**src/rtl/mips_program_loader.sv**
```systemverilog
// mips_program_loader: boot loader that streams a header plus big-endian words into MIPS unified memory
// Ports: clk/rst (async active-low) | start begins a session | rx_valid/rx_data/rx_ready byte stream handshake
//        mem_we/mem_addr/mem_wdata memory write port | cpu_rst core reset | busy/done/err session status
module mips_program_loader #(
  parameter int ADDR_W = 10
) (
  input  logic              clk,
  input  logic              rst,
  input  logic              start,
  input  logic              rx_valid,
  input  logic [7:0]        rx_data,
  output logic              rx_ready,
  output logic              mem_we,
  output logic [ADDR_W-1:0] mem_addr,
  output logic [31:0]       mem_wdata,
  output logic              cpu_rst,
  output logic              busy,
  output logic              done,
  output logic              err
);
  typedef enum logic [2:0] {IDLE, HDR_BASE, HDR_CNT, DATA, WRITE, DONE, ERR} state_t;
  state_t r_state, w_next;
  logic [31:0]       r_base, r_cnt;
  logic [23:0]       r_shift;
  logic [1:0]        r_bcnt;
  logic [ADDR_W-1:0] r_idx;
  logic              w_acc, w_last_byte, w_last_word, w_start;
  logic [31:0]       w_cnt_full;
  logic [32:0]       w_end;
  assign w_acc       = rx_valid && rx_ready;
  assign w_last_byte = w_acc && (r_bcnt == 2'd3);
  assign w_start     = start && (r_state inside {IDLE, DONE, ERR});
  assign w_cnt_full  = {r_cnt[23:0], rx_data};
  // 33-bit sum so a huge BASE+COUNT cannot wrap past the check
  assign w_end       = {1'b0, r_base} + {1'b0, w_cnt_full};
  assign w_last_word = {{(32-ADDR_W){1'b0}}, r_idx} == (r_cnt - 32'd1);
  always_comb begin
    w_next = r_state;
    case (r_state)
      IDLE, DONE, ERR: w_next = w_start ? HDR_BASE : r_state;
      HDR_BASE:        w_next = w_last_byte ? HDR_CNT : r_state;
      HDR_CNT:         w_next = !w_last_byte ? r_state :
                                (w_end > (33'd1 << ADDR_W)) ? ERR :
                                (w_cnt_full == 32'd0) ? DONE : DATA;
      DATA:            w_next = w_last_byte ? WRITE : r_state;
      WRITE:           w_next = w_last_word ? DONE : DATA;
      default:         w_next = IDLE;
    endcase
  end
  always_ff @(posedge clk or negedge rst) begin
    if (!rst) r_state <= IDLE;
    else      r_state <= w_next;
  end
  // Outputs are registered by decoding the next state, so they line up with the state they describe
  always_ff @(posedge clk or negedge rst) begin
    if (!rst) begin
      r_base    <= '0;
      r_cnt     <= '0;
      r_shift   <= '0;
      r_bcnt    <= '0;
      r_idx     <= '0;
      rx_ready  <= 1'b0;
      mem_we    <= 1'b0;
      mem_addr  <= '0;
      mem_wdata <= '0;
      cpu_rst   <= 1'b1;
      busy      <= 1'b0;
      done      <= 1'b0;
      err       <= 1'b0;
    end else begin
      if (w_start) begin
        r_bcnt <= '0;
        r_idx  <= '0;
      end
      if (w_acc) r_bcnt <= r_bcnt + 2'd1;
      if (w_acc && r_state == HDR_BASE) r_base <= {r_base[23:0], rx_data};
      if (w_acc && r_state == HDR_CNT) r_cnt <= w_cnt_full;
      if (w_acc && r_state == DATA) r_shift <= {r_shift[15:0], rx_data};
      if (w_last_byte && r_state == DATA) begin
        mem_addr  <= r_base[ADDR_W-1:0] + r_idx;
        mem_wdata <= {r_shift, rx_data};
      end
      if (r_state == WRITE) r_idx <= r_idx + {{(ADDR_W-1){1'b0}}, 1'b1};
      rx_ready <= w_next inside {HDR_BASE, HDR_CNT, DATA};
      mem_we   <= w_next == WRITE;
      cpu_rst  <= w_next != DONE;
      busy     <= !(w_next inside {IDLE, DONE, ERR});
      done     <= w_next == DONE;
      err      <= w_next == ERR;
    end
  end
endmodule

```
**config.mk**
```make
export PLATFORM = sky130hd
export DESIGN_NAME = mips_program_loader
export DESIGN_NICKNAME = d
export VERILOG_FILES = /design/src/rtl/mips_program_loader.sv
export SDC_FILE = /design/constraint.sdc
export NUM_CORES = 1
export LEC_CHECK = 0
export CORE_MARGIN = 5
export CORE_UTILIZATION = 55
export CTS_BUF_LIST = sky130_fd_sc_hd__clkbuf_4
export CTS_CLUSTER_SIZE = 8
export DETAILED_ROUTE_END_ITERATION = 6
export GPL_TIMING_DRIVEN = 0
export PLACE_DENSITY = 0.85
export SYNTH_ARGS = -nofsm -noshare
export SYNTH_HDL_FRONTEND = slang
export SYNTH_SLANG_ARGS = --single-unit
```
**constraint.sdc**
```tcl
create_clock -name clk -period 9.5 [get_ports clk]
set_clock_uncertainty 0.15 [all_clocks]
set_input_delay 0.95 -clock clk [delete_from_list [all_inputs] [get_ports clk]]
set_output_delay 0.95 -clock clk [all_outputs]
set_load 0.005 [all_outputs]
```
* Word level (Yosys, flattened, before mapping) *
Cells that the tools add are included.

storage, ports and cells
  bits in registers = 151
  input port bits = 12
  word-level logic and storage cells = 64

operators by class
  add/subtract/negate cells = 5
  order comparisons = 1
  eq/ne operators = 15
  muxes and demuxes = 12
  reduce and logical (&&, ||, !) cells = 17

operators by type and width
  cell                   count
  $add 32x32->33         1
  $gt 33x11->1 const B   1
  $eq 10x32->1           1
  $logic_not 32->1       1
  $sub 32x1->32 const B  1
  $mux 3                 7
  $mux 10                2
  $eq 3x3->1 const B     6
  $pmux 3 s5             1
  $eq 3x2->1 const B     4
  $add 10x1->10 const B  1
  $add 10x10->10         1
  $reduce_bool 3->1      3
  $logic_and 1x1->1      7
  $eq 3x1->1 const B     2
  $logic_not 3->1        2
  $mux 2                 2
  $reduce_bool 2->1      2
  $ne 3x3->1 const B     1
  $reduce_or 3->1        1
  $add 2x1->2 const B    1
  $eq 2x2->1 const B     1
  $logic_not 1->1        1

* Longest topological paths before layout *
  depth after elaboration = 8
  gate-level depth with buffers = 13
  gate-level depth less buffers = 13

* Worst setup path after synthesis *
Ideal clock, no wire load.

  path type = input to register
  from = in rx_data[0]
  to = reg done
  library setup time = 118 ps
  data arrival time = 3671 ps
  slack = 5561 ps
  cell stages on the path = 12
  cell sequence = ha_1 > fa_1 > a211oi_1 > o21ai_1 > a41oi_1 > or3_1 > nand4_1 > a2111o_1 > nor4_2 > and4_4 > a31oi_4 > and2b_1

between the ends
  longest elaborated chain between the ends = 6

RTL lines
  what                                                       line    text
  start: declaration                                         11      input logic [7:0] rx_data,
  $add 32x32->33 / $logic_not 32->1 (equally long branches)  35, 44
  $gt 33x11->1 / $mux 3 (equally long branches)              43, 44
  $mux 3 *                                                   43      (w_end > (33'd1 << ADDR_W)) ? ERR :
  $mux 3 *                                                   42      HDR_CNT: w_next = !w_last_byte ? r_state :
  $pmux 3 s5 *                                               39      case (r_state)
  net w_next[2]                                              22      state_t r_state, w_next;
  $eq 3x3->1 *                                               88      done <= w_next == DONE;
  end signal: assignment                                     68      done <= 1'b0;
  end signal: assignment                                     88
  end: declaration                                           18      output logic done,

Mark *: on every way through the listed nets, which the timed path passes. The rest lies on a longest branch.
A chain may end at the register's enable or synchronous reset.

* Final worst setup path *
Ends and elaborated chain as after synthesis.

==> flow_summary.toml <==
[status]
status = "finished clean"

[clock_network]
cts_buffers = 17
clockBufferDepth = 2
cts_max_level = 4
clock_latency_ns = 0.56
cts_sinks = 151
cts_resized = 0
root_buffer = "clkbuf_4"
cts_tree = "done"
postCtsHoldBufs = 0
clkTransAtPathRegs_ns = 0.11
post_cts_buffers = 0

[synth]
synth_most_common_cell = "nand2_1"
synth_common_cells = "236 x nand2_1, 150 x dfrtp_1, 61 x mux2_2"
syn_area_per_cell_sq_um = 9.30
synth_cell_types = 75
syn_area_sq_um = 8730
ys_seq_elements = 151
synth_top_area_share = 0.430
async_flop_share = 1.00
synthTopCellsByArea = "dfrtp_1 43%, nand2_1 10%, mux2_2 7.9%"
synth_warnings = 0
netlist_instances = 939
synth_edf_count = 0
yosysSeqAreaShare = 0.433
synth_fp_nets = 998
yosys.area.top_type = "dfrtp_1"
yosys_most_used_dff = "dfrtp_1"

[floorplan]
die_w_um = 136
num_io_pins = 60
die_y_um = 136
row_count = 46
core_area_sq_um = 15700
die-area_sq_um = 18500
initial_core_util = 0.556

[worst_setup_path]
crit_path_start_kind = "input port"
critical_path.top_delay_family = "compound AO/OA/AOI/OAI gates"
slowest_delay_ns = 0.54
regToRegStartpoint = "r_base[0]$_DFFE_PN0P_"
cp_num_buf_inv = 1
path_class = "in -> reg"
cpMaxStageDelayCell = "clkdlybuf4s50_1"
r2r_cells = 12
arrival_ns = 4.83
r2r_end = "done$_DFF_PN0_"
end_kind = "register"
crit_chain = "clkdlybuf4s50_1, ha_1, fa_1, a211oi_1, o21ai_1, a41oi_1, or3_1, nand4_1, a2111o_1, nor4_2, and4_4, a31oi_4, and2b_1"
path_max_fanout = 6
cp.required_ns = 9.81
rrSetupSlack_ns = 5.53

[sta]
worst-slew-pin-transition_ns = 1.26
period_needed_ns = 4.52
setup_viol = 0
rsz0062_at_grt = "false"
final-max-slew-violation-count = 0
timing.final.ws_setup_ns = 4.98
max_slew_margin = 0.152
final.setup.tns_ns = 0
fmax_mhz = 221
fin_crit_sh = 0.476
hold_viol_final = 0

[power_and_ir_drop]
ir_drop_v = 0.000271
combPwrFrac = 0.544
p_leak_nw = 4.58
p_seq_frac = 0.341
p_int_w = 0.00189
p_total_w = 0.00341
clkPwrFrac = 0.115
switching_share = 0.446
power_density_nw_per_um2 = 344
power_switching_w = 0.00152

[placed_design]
gp_congestion = 0.925
place_inst = 1215
place_area_sq_um = 9620
placement.io_buffers = 59
dpl.hpwl_um = 15800
pre_cts_ws_ns = 4.43

[grt]
grt_pass1_vias = 6821
grt_pass1_wl_um = 34700
grt_max_degree = 85
grt-ovfl-total = 0
antenna_found_initial = 1
grt_use_total = 0.237

[route]
wl_per_cell_um = 16.9
num_vias = 7250
drt-initial-drc-count = 588
vias_per_cell = 5.81
first_pass_iters = 5
wirelength_um = 21100
drc = 0
postRouteAntennaNets = 0

[layout]
nets = 1077
area_growth_pct = 13.3
layout-drive-gt1-share = 0.117
seqCellArea_sq_um = 3780
layout.cells.non_filler = 1247
fillCellCount = 1274
multi_input_area_sq_um = 4690
final_area_sq_um = 9890

[worst_hold_path]
min_path_type = "in -> async"

[job]
maxCapViolCount = 0
-- sequential cells by signal, indices dropped and copies added (netlist names) --
name / cells
mem_we: 1
r_base: 32
r_shift: 24
r_idx: 10
r_state: 3
r_cnt: 32
mem_wdata: 32
busy: 1
done: 1
mem_addr: 10
cpu_rst: 1
r_bcnt: 2
err: 1
rx_ready: 1
-- worst register-to-register path: stages (launching register included) --
cell      delay, ns
dfrtp_1        0.46
ha_1           0.27
fa_1           0.42
a211oi_1       0.42
o21ai_1        0.19
a41oi_1        0.39
or3_1          0.23
nand4_1        0.10
a2111o_1       0.44
nor4_2         0.18
and4_4         0.33
a31oi_4        0.12
and2b_1        0.18
-- per-stage QoR --
stage / hold slack, ns / util
2_1_floorplan: 0.289 / -
3_3_place_gp: 0.301 / 0.611
3_5_place_dp: 0.309 / 0.612
4_1_cts: 0.210 / 0.630
5_1_grt: 0.236 / 0.630
6_report: 0.219 / 0.630
-- placed cells by master, fill, tap and decap left out, drive strengths merged, types with 4 or more instances in the layout --
cell type      Yosys  final
a31oi              9      9
nor4              11     11
nor3              14     14
ha                45     45
and2               5      5
mux2              61     61
nand2            238    238
buf                8     10
xnor2             28     28
dfrtp            150    150
clkinv             2      6
a21o              15     15
o21bai            11     11
mux2i              4      4
o31ai              5      5
nand4             15     15
and4               5      5
a21oi             49     49
nand3             25     25
clkdlybuf4s50      0     58
xor2              20     20
a211oi             5      5
clkbuf            34     53
nor2              49     49
inv               16     19
o21a               5      5
and3               5      5
o21ai             54     54
-- worst max-delay path by stage --
stage	startpoint	to	slack [ns]	cells past startpoint
floorplan	rx_data[0]	done$_DFF_PN0_	5.56	12
global placement	rst	r_bcnt[1]$_DFFE_PN0P_	1.48	1
detailed placement	rx_data[0]	done$_DFF_PN0_	4.43	13
CTS	rx_data[0]	done$_DFF_PN0_	5.01	13
global route	rx_data[0]	done$_DFF_PN0_	4.77	13
finish	rx_data[0]	done$_DFF_PN0_	4.98	13
-- layer usage --
metal,GRT usage,routed length [um],up-vias
met5,0,0,-
met4,0.0845,508,0
met3,0.0455,1230,44
met2,0.379,10100,252
met1,0.324,9230,3481
li1,-,-,3473
-- power by group through the flow --
stage                     logic, W  clock network [W]  registers (W)
after floorplan            0.00137                  0        0.00107
after global placement     0.00177                  0        0.00115
after detailed placement   0.00182                  0        0.00117
after CTS                  0.00184           0.000397        0.00115
after global routing       0.00206           0.000423        0.00119
final                      0.00185           0.000392        0.00116
-- cells by family after synthesis --
| logic type | count (synthesis) | synth area share |
|---|---|---|
| and+or+nand+nor | 388 | 0.204 |
| adders and majority gates | 47 | 0.0691 |
| AOI/OAI and AO/OA | 180 | 0.132 |
| xor gates and xnor gates | 48 | 0.0481 |
| muxes | 65 | 0.0832 |
| DFF | 151 | 0.433 |
| buffers and inverters | 60 | 0.0304 |
-- layout make-up --
class	instances	share of cell area
plain buffers	42	0.0200
clock buffers	19	0.0144
multi-input cells	728	0.474
clock inverters	12	0.0128
diodes	1	0.000253
repair buffers	60	0.0626
flip-flops and latches	151	0.382
well taps	216	0.0273
inverters	18	0.00683
Power figures use the tool's default switching activity.
